===== src/rtl/ps2_pkg.sv =====
// Shared PS/2 definitions: frame states and line idle level, used by the receive and transmit paths.
package ps2_pkg;

   typedef enum logic [1:0] {
      StIdle,
      StData,
      StParity,
      StStop
   } ps2_state_e;

   localparam logic LineIdle = 1'b1;

endpackage


===== src/rtl/ps2_line_filter.sv =====
// One PS/2 line: 2-flop synchroniser, glitch filter and a falling-edge strobe on the filtered level.
module ps2_line_filter
   import ps2_pkg::*;
#(
   parameter int unsigned FILTER_CYCLES = 8
) (
   input  logic i_clk,
   input  logic i_reset,
   input  logic i_line,
   output logic o_level,
   output logic o_fall
);

   localparam int unsigned CntW = (FILTER_CYCLES > 1) ? $clog2(FILTER_CYCLES) : 1;

   logic            r_sync1;
   logic            r_sync2;
   logic            r_level;
   logic            r_level_prev;
   logic [CntW-1:0] r_cnt;
   logic [CntW-1:0] w_cnt_next;
   logic            w_level_next;

   // r_cnt counts consecutive samples that disagree with the filtered level.
   always_comb begin
      w_cnt_next   = r_cnt;
      w_level_next = r_level;
      if (r_sync2 == r_level) begin
         w_cnt_next = '0;
      end else if (r_cnt == CntW'(FILTER_CYCLES - 1)) begin
         w_level_next = r_sync2;
         w_cnt_next   = '0;
      end else begin
         w_cnt_next = r_cnt + 1'b1;
      end
   end

   always_ff @(posedge i_clk or posedge i_reset) begin
      if (i_reset) begin
         r_sync1      <= LineIdle;
         r_sync2      <= LineIdle;
         r_level      <= LineIdle;
         r_level_prev <= LineIdle;
         r_cnt        <= '0;
      end else begin
         r_sync1      <= i_line;
         r_sync2      <= r_sync1;
         r_level      <= w_level_next;
         r_level_prev <= r_level;
         r_cnt        <= w_cnt_next;
      end
   end

   assign o_level = r_level;
   assign o_fall  = r_level_prev & ~r_level;

endmodule


===== src/rtl/ps2_receiver.sv =====
// PS/2 device-to-host frame receiver with inter-edge timeout and a one-byte ready/valid output buffer.
module ps2_receiver
   import ps2_pkg::*;
#(
   parameter int unsigned FILTER_CYCLES  = 8,
   parameter int unsigned TIMEOUT_CYCLES = 54000
) (
   input  logic       i_clk,
   input  logic       i_reset,
   input  logic       i_ps2_clk,
   input  logic       i_ps2_data,
   input  logic       i_enable,
   input  logic       i_scan_code_ready,
   output logic       o_scan_code_valid,
   output logic [7:0] o_scan_code_byte,
   output logic       o_frame_error,
   output logic       o_overrun,
   output logic       o_busy
);

   localparam int unsigned TmoW = $clog2(TIMEOUT_CYCLES + 1);

   logic            w_clk_level_unused;
   logic            w_clk_fall;
   logic            w_data_level;
   logic            w_data_fall_unused;

   ps2_state_e      r_state;
   ps2_state_e      w_state_next;
   logic [2:0]      r_bit_cnt;
   logic [2:0]      w_bit_cnt_next;
   logic [7:0]      r_shift;
   logic [7:0]      w_shift_next;
   logic            r_parity_ok;
   logic            w_parity_ok_next;
   logic [TmoW-1:0] r_tmo_cnt;
   logic [TmoW-1:0] w_tmo_next;
   logic            w_good;
   logic            w_err_next;

   logic            r_valid;
   logic            w_valid_next;
   logic [7:0]      r_byte;
   logic [7:0]      w_byte_next;
   logic            r_frame_error;
   logic            r_overrun;
   logic            w_ovr_next;
   logic            w_take;

   ps2_line_filter #(
      .FILTER_CYCLES (FILTER_CYCLES)
   ) u_clk_filter (
      .i_clk   (i_clk),
      .i_reset (i_reset),
      .i_line  (i_ps2_clk),
      .o_level (w_clk_level_unused),
      .o_fall  (w_clk_fall)
   );

   ps2_line_filter #(
      .FILTER_CYCLES (FILTER_CYCLES)
   ) u_data_filter (
      .i_clk   (i_clk),
      .i_reset (i_reset),
      .i_line  (i_ps2_data),
      .o_level (w_data_level),
      .o_fall  (w_data_fall_unused)
   );

   always_comb begin
      w_state_next     = r_state;
      w_bit_cnt_next   = r_bit_cnt;
      w_shift_next     = r_shift;
      w_parity_ok_next = r_parity_ok;
      w_tmo_next       = r_tmo_cnt;
      w_good           = 1'b0;
      w_err_next       = 1'b0;
      if (!i_enable) begin
         w_state_next   = StIdle;
         w_bit_cnt_next = '0;
         w_tmo_next     = '0;
      end else if (w_clk_fall) begin
         w_tmo_next = '0;
         case (r_state)
            StIdle: begin
               if (!w_data_level) begin
                  w_state_next   = StData;
                  w_bit_cnt_next = '0;
               end
            end
            StData: begin
               w_shift_next   = {w_data_level, r_shift[7:1]};
               w_bit_cnt_next = r_bit_cnt + 3'd1;
               if (r_bit_cnt == 3'd7) begin
                  w_state_next = StParity;
               end
            end
            StParity: begin
               w_parity_ok_next = ^{r_shift, w_data_level};
               w_state_next     = StStop;
            end
            StStop: begin
               w_state_next = StIdle;
               if (w_data_level && r_parity_ok) begin
                  w_good = 1'b1;
               end else begin
                  w_err_next = 1'b1;
               end
            end
            default: w_state_next = StIdle;
         endcase
      end else if (r_state != StIdle) begin
         if (r_tmo_cnt == TmoW'(TIMEOUT_CYCLES)) begin
            w_state_next = StIdle;
            w_tmo_next   = '0;
            w_err_next   = 1'b1;
         end else begin
            w_tmo_next = r_tmo_cnt + 1'b1;
         end
      end
   end

   // A byte taken in the same cycle frees the buffer for the incoming frame.
   assign w_take = r_valid & i_scan_code_ready;

   always_comb begin
      w_valid_next = r_valid;
      w_byte_next  = r_byte;
      w_ovr_next   = 1'b0;
      if (w_good) begin
         if (!r_valid || w_take) begin
            w_valid_next = 1'b1;
            w_byte_next  = r_shift;
         end else begin
            w_ovr_next = 1'b1;
         end
      end else if (w_take) begin
         w_valid_next = 1'b0;
      end
   end

   always_ff @(posedge i_clk or posedge i_reset) begin
      if (i_reset) begin
         r_state       <= StIdle;
         r_bit_cnt     <= '0;
         r_shift       <= '0;
         r_parity_ok   <= 1'b0;
         r_tmo_cnt     <= '0;
         r_valid       <= 1'b0;
         r_byte        <= '0;
         r_frame_error <= 1'b0;
         r_overrun     <= 1'b0;
      end else begin
         r_state       <= w_state_next;
         r_bit_cnt     <= w_bit_cnt_next;
         r_shift       <= w_shift_next;
         r_parity_ok   <= w_parity_ok_next;
         r_tmo_cnt     <= w_tmo_next;
         r_valid       <= w_valid_next;
         r_byte        <= w_byte_next;
         r_frame_error <= w_err_next;
         r_overrun     <= w_ovr_next;
      end
   end

   assign o_scan_code_valid = r_valid;
   assign o_scan_code_byte  = r_byte;
   assign o_frame_error     = r_frame_error;
   assign o_overrun         = r_overrun;
   assign o_busy            = (r_state != StIdle);

endmodule

===== config.mk =====
export PLATFORM = sky130hd
export DESIGN_NAME = ps2_receiver
export DESIGN_NICKNAME = d
export VERILOG_FILES = /design/src/rtl/ps2_pkg.sv /design/src/rtl/ps2_line_filter.sv /design/src/rtl/ps2_receiver.sv
export SDC_FILE = /design/constraint.sdc
export NUM_CORES = 1
export LEC_CHECK = 0
export ABC_AREA = 1
export CORE_MARGIN = 5
export CORE_UTILIZATION = 45
export DETAILED_ROUTE_END_ITERATION = 10
export GPL_TIMING_DRIVEN = 0
export MAX_ROUTING_LAYER = met4
export PLACE_DENSITY = 0.66
export REMOVE_ABC_BUFFERS = 1
export SYNTH_ARGS = -nofsm -noshare
export SYNTH_HDL_FRONTEND = slang
export SYNTH_SLANG_ARGS = --single-unit

===== constraint.sdc =====
create_clock -name i_clk -period 2.75 [get_ports i_clk]
set_input_delay 0.55 -clock i_clk [delete_from_list [all_inputs] [get_ports i_clk]]
set_output_delay 0.55 -clock i_clk [all_outputs]
set_load 0.03 [all_outputs]

# After elaboration in Yosys (flattened, before gate mapping)
# Cells that the tools add are included.
# classes
n_addsub,4
n_eq_ne,17
n_mux,34
bitwise,5
n_reduce_logical,15
# ops
operator,n
2-to-1 mux 16 bit,4
2-to-1 mux 3 bit,7
"adder 16 x 1 -> 16 bit, second input constant",1
"equality test 16 bit, second input constant",1
2-to-1 mux 1 bit,15
2-to-1 mux 2 bit,6
"adder 3 x 1 -> 3 bit, second input constant",3
"equality test 3 bit, second input constant",3
"inequality test 3 x 1 -> 1 bit, second input constant",3
AND reduction 3 bit,3
parity 9 bit,1
"inequality test 4 bit, second input constant",2
case mux 2 bit (4 select lines),1
AND reduction 2 bit,4
case mux 3 bit (2 select lines),1
"equality test 2 bit, second input constant",2
"inequality test 2 x 1 -> 1 bit, second input constant",2
AND reduction 4 bit,1
nonzero test 2 bit,2
"inequality test 3 bit, second input constant",1
inverter 1 bit,3
AND 1 bit,2
equality test 1 bit,2
"equality test 2 x 1 -> 1 bit, second input constant",1
4 further kinds,4
# totals
ff_bits,54
output_inout_bits,12

# Depth between registers and ports, before layout
# logic_depth
ltp_word,7
depth_mapped,11
depth_no_buf,11

# Cells and area by module
# From an unflattened synthesis, not the netlist that was laid out.
# unflattened
hier_cells,336
area_unflattened_um2,2776.4
# by_module_without_submodules
mod,instances,cells_per_inst,area_each_um2
ps2_receiver,1,286,2238.4
ps2_line_filter,2,25,269.0

# Least setup slack after synthesis
# OpenSTA, ideal clock, no wires.
# synth_path
kind,reg2out
from,register r_state[0]
to,output o_busy
t_arrival_ns,0.928
path_slack_ns,1.272
stages_incl_launch_ff,4
path_buffers,0
cell_sequence,dfrtp_1 inv_1 ha_1 inv_1
# synth_via
elab_chain_len,1
# synth_rtl
element,line_no,source
from (decl),ps2_receiver.sv:28,ps2_state_e r_state;
from (signal assigned),ps2_receiver.sv:144,r_state <= StIdle;
from (signal assigned),ps2_receiver.sv:154,r_state <= w_state_next;
nonzero test 2 bit,ps2_receiver.sv:170,assign o_busy = (r_state != StIdle);
to (decl),ps2_receiver.sv:18,output logic o_busy
# No other way between the ends.

# Final worst setup path
# Same ends and word-level chain as after synthesis.

==> results.tsv <==
stage	metric	value	unit
detailed_routing	vias_per_cell	4.96	
global_route	met1_usage	19.9	%
floorplan	fp-row-count	28	
clocking	clk_pin_slew	0.10	ns
synthesis	synth-async-reset-ratio	100	%
final_layout	final_nets	372	
timing	setup_viol	0	
synthesis	synth_top_cell_area_share	42.3	%
power_and_ir_drop	p_total	1.85	mW
timing	setup_slack	0.282	ns
job	drv_cap	0	
final_layout	area_growth	12.6	%
worst_setup_path	end_kind	output port	
global_route	use_met2	24.5	%
worst_hold_path	hp-class	register to register	
clocking	postCtsHoldBufs	0	
global_route	first_global_vias	2116	
timing	final-max-slew-violation-count	0	
global_route	antenna_found_initial	0	
floorplan	die_h	88.6	um
synthesis	yosysWarningCount	0	
synthesis	ys_ff_latch	54	
final_layout	finalInstanceArea	3130	sq um
power_and_ir_drop	power.switching	575	uW
floorplan	die_w	88.6	um
synthesis	avgSynthCellArea	8.34	sq um
worst_setup_path	slowest_delay	0.69	ns
power_and_ir_drop	irDropWorstVdd	0.000283	V
power_and_ir_drop	netSwitchingFraction	31.0	%
outcome	status	completed	
synthesis	synth-edff-count	0	
synthesis	synth_area	2780	sq um
timing	worst_slew_pin_slew	0.597	ns
global_route	gr-max-usage-layer	met2	
synthesis	synthTopCellsByArea	dfrtp_1, nand2_1, dfstp_2	
floorplan	io_pins	18	
worst_setup_path	cp_max_fo	4	
floorplan	core_area	5960	sq um
final_layout	nFillCells	559	
global_route	use_met3	3.35	%
synthesis	syn_inst	333	
placed_design	placement.io_buffers	17	
clocking	cts_num_sinks	54	
power_and_ir_drop	p_comb_share	20.5	%
floorplan	start_util	46.6	%
timing	rsz0062_at_grt	false	
timing	clock-skew-final	0.00894	ns
clocking	root_buffer	clkbuf_8	
floorplan	dieArea	7840	sq um
detailed_routing	wl_per_cell	11.7	um
clocking	cts_buffers	5	
timing	max_freq	405	MHz
final_layout	final_layout_size_suffix_gt1_share	13.0	%
power_and_ir_drop	static-leakage-power	1.44	nW
worst_setup_path	cp-start-kind	register	
clocking	clock_latency	0.31	ns
detailed_routing	vias	2128	
power_and_ir_drop	p_seq_share	50.4	%
clocking	clockBufferDepth	2	
detailed_routing	firstDrtPassIters	4	
placed_design	dp_hpwl	3740	um
synthesis	yosys_most_used_dff	dfrtp_1	
final_layout	diodes	0	
timing	slew_headroom	60.2	%
clocking	cts_tree	yes	
clocking	post_cts_buffers	0	
power_and_ir_drop	p_per_area	593	nW/um^2
placed_design	place_ws	0.502	ns
worst_setup_path	arrival	1.92	ns
worst_setup_path	path_class	register to output port	
worst_setup_path	crit_buf_inv	3	
detailed_routing	wirelength	5040	um
final_layout	fin_util	52.5	%
timing	hold_viol_final	0	
timing	min_period	2.47	ns
placed_design	dpl-instance-area	3020	sq um
global_route	grt_pass1_wl	9330	um
global_route	grt_max_degree	29	
worst_setup_path	critPathSlowestCell	clkdlybuf4s50_1	
clocking	h-tree-depth	2	
synthesis	yosysSeqAreaShare	49.0	%
global_route	gr-total-overflow	0	
timing	finalCritPeriodShare	89.7	%
global_route	gr-usage-all-layers	15.3	%
worst_setup_path	critPathMostFrequentCell	inv_1	
worst_setup_path	cp.required	2.20	ns
worst_setup_path	path_cells	inv_1, ha_1, inv_1, clkdlybuf4s50_1	
detailed_routing	ant_nets	0	
synthesis	synth_largest_area_cell	dfrtp_1	
clocking	cts_resized	0	
worst_setup_path	critPathTopFamily	buffers and inverters	
detailed_routing	drc	0	
synthesis	ys_types	31	
detailed_routing	initialDrtViolationCount	86	
power_and_ir_drop	p_int	1.28	mW
power_and_ir_drop	power_frac_clock	29.2	%
placed_design	place.gp.congestion	0.866	
-- cell usage in the layout (no fill, tap or decap) --
master and n:
clkdlybuf4s50_1 17, inv_1 32, o21ai_2 7, nand3b_1 1
xnor2_1 3, nor2_1 32, buf_12 1, o21ai_0 11
a22oi_1 1, clkbuf_8 5, o21bai_1 1, nor3_2 1
o21ai_1 5, nand2_4 2, nand2_1 92, inv_2 9
nor4_1 1, dfrtp_1 47, nand4_1 4, a31o_1 1
nor3b_1 2, bufinv_16 1, clkinv_2 1, nor2_2 5
o31ai_1 1, inv_6 1, ha_1 13, a21oi_1 6
xor2_1 3, dfstp_2 7, nor3_1 5, nand2_2 5
nand3_1 30, nand3_2 1
-- power groups by stage --
| stage | clock (mW) | sequential (mW) | combinational [mW] |
|---|---|---|---|
| finish | 0.540 | 0.934 | 0.379 |
| global route | 0.595 | 0.942 | 0.437 |
| CTS | 0.565 | 0.935 | 0.384 |
| detailed placement | 0 | 0.950 | 0.382 |
| global placement | 0 | 0.948 | 0.365 |
| floorplan | 0 | 0.941 | 0.279 |
-- cells by family after synthesis --
| logic type | after synthesis | share of synthesized area, % |
|---|---|---|
| adders and majority gates | 13 | 5.86 |
| and+or+nand+nor | 181 | 28.8 |
| DFF | 54 | 49.0 |
| AOI/OAI and AO/OA | 33 | 7.30 |
| buffers and inverters | 46 | 7.21 |
| xor gates and xnor gates | 6 | 1.89 |
-- sequential cells by signal (all words and copies together) (netlist names), 2 cells and up --
register	flops
r_tmo_cnt	16
r_state	2
r_shift	8
r_bit_cnt	3
o_scan_code_byte	8
u_data_filter.r_cnt	3
u_clk_filter.r_cnt	3
-- worst paths after layout --
| check | start | endpoint | slack [ns] | cells past startpoint |
|---|---|---|---|---|
| max in group asynchronous | i_reset | u_clk_filter.r_level_prev | 1.50 | 3 |
| min in group asynchronous | i_reset | r_shift[2] | 0.62 | 2 |
| max | r_state[0] | o_busy | 0.28 | 4 |
| min reg2reg | u_data_filter.r_sync1 | u_data_filter.r_sync2 | 0.36 | 0 |
| min | u_data_filter.r_sync1 | u_data_filter.r_sync2 | 0.36 | 0 |
| max reg2reg | r_state[0] | r_state[1] | 1.04 | 10 |
-- stage by stage --
| stage | setup TNS, ns | hold slack [ns] | instances |
|---|---|---|---|
| finish | 0 | 0.362 | 429 |
| global route | 0 | 0.373 | 429 |
| floorplan | 0 | 0.345 | 328 |
| global placement | -7.69 | 0.346 | 420 |
| detailed placement | 0 | 0.347 | 421 |
| CTS | 0 | 0.363 | 429 |
-- metal layers --
metal | wire length [um] | vias up | part of all wire (%)
met1 | 2420 | 993 | 48
met5 | 0 | - | 0
met2 | 2430 | 29 | 48
li1 | - | 1101 | -
met4 | 42 | 0 | 0.83
met3 | 156 | 5 | 3.1
-- cells in the mapped netlist, types with 6 or more instances --
library cell	number
inv_1	33
nand3_1	30
nor2_1	32
ha_1	13
o21ai_2	7
dfstp_2	7
dfrtp_1	47
nand2_1	92
inv_2	8
a21oi_1	6
o21ai_0	11
-- layout make-up --
class,count,area (sq um),area share [%]
clock inverters,3,43.8,1.40
flip-flops and latches,54,1360,43.5
multi-input cells,233,1220,38.9
clock buffers,5,68.8,2.20
repair buffers,18,190,6.08
inverters,41,154,4.92
well taps,75,93.8,3.00
Note: power is estimated with default switching activity, not from simulation.
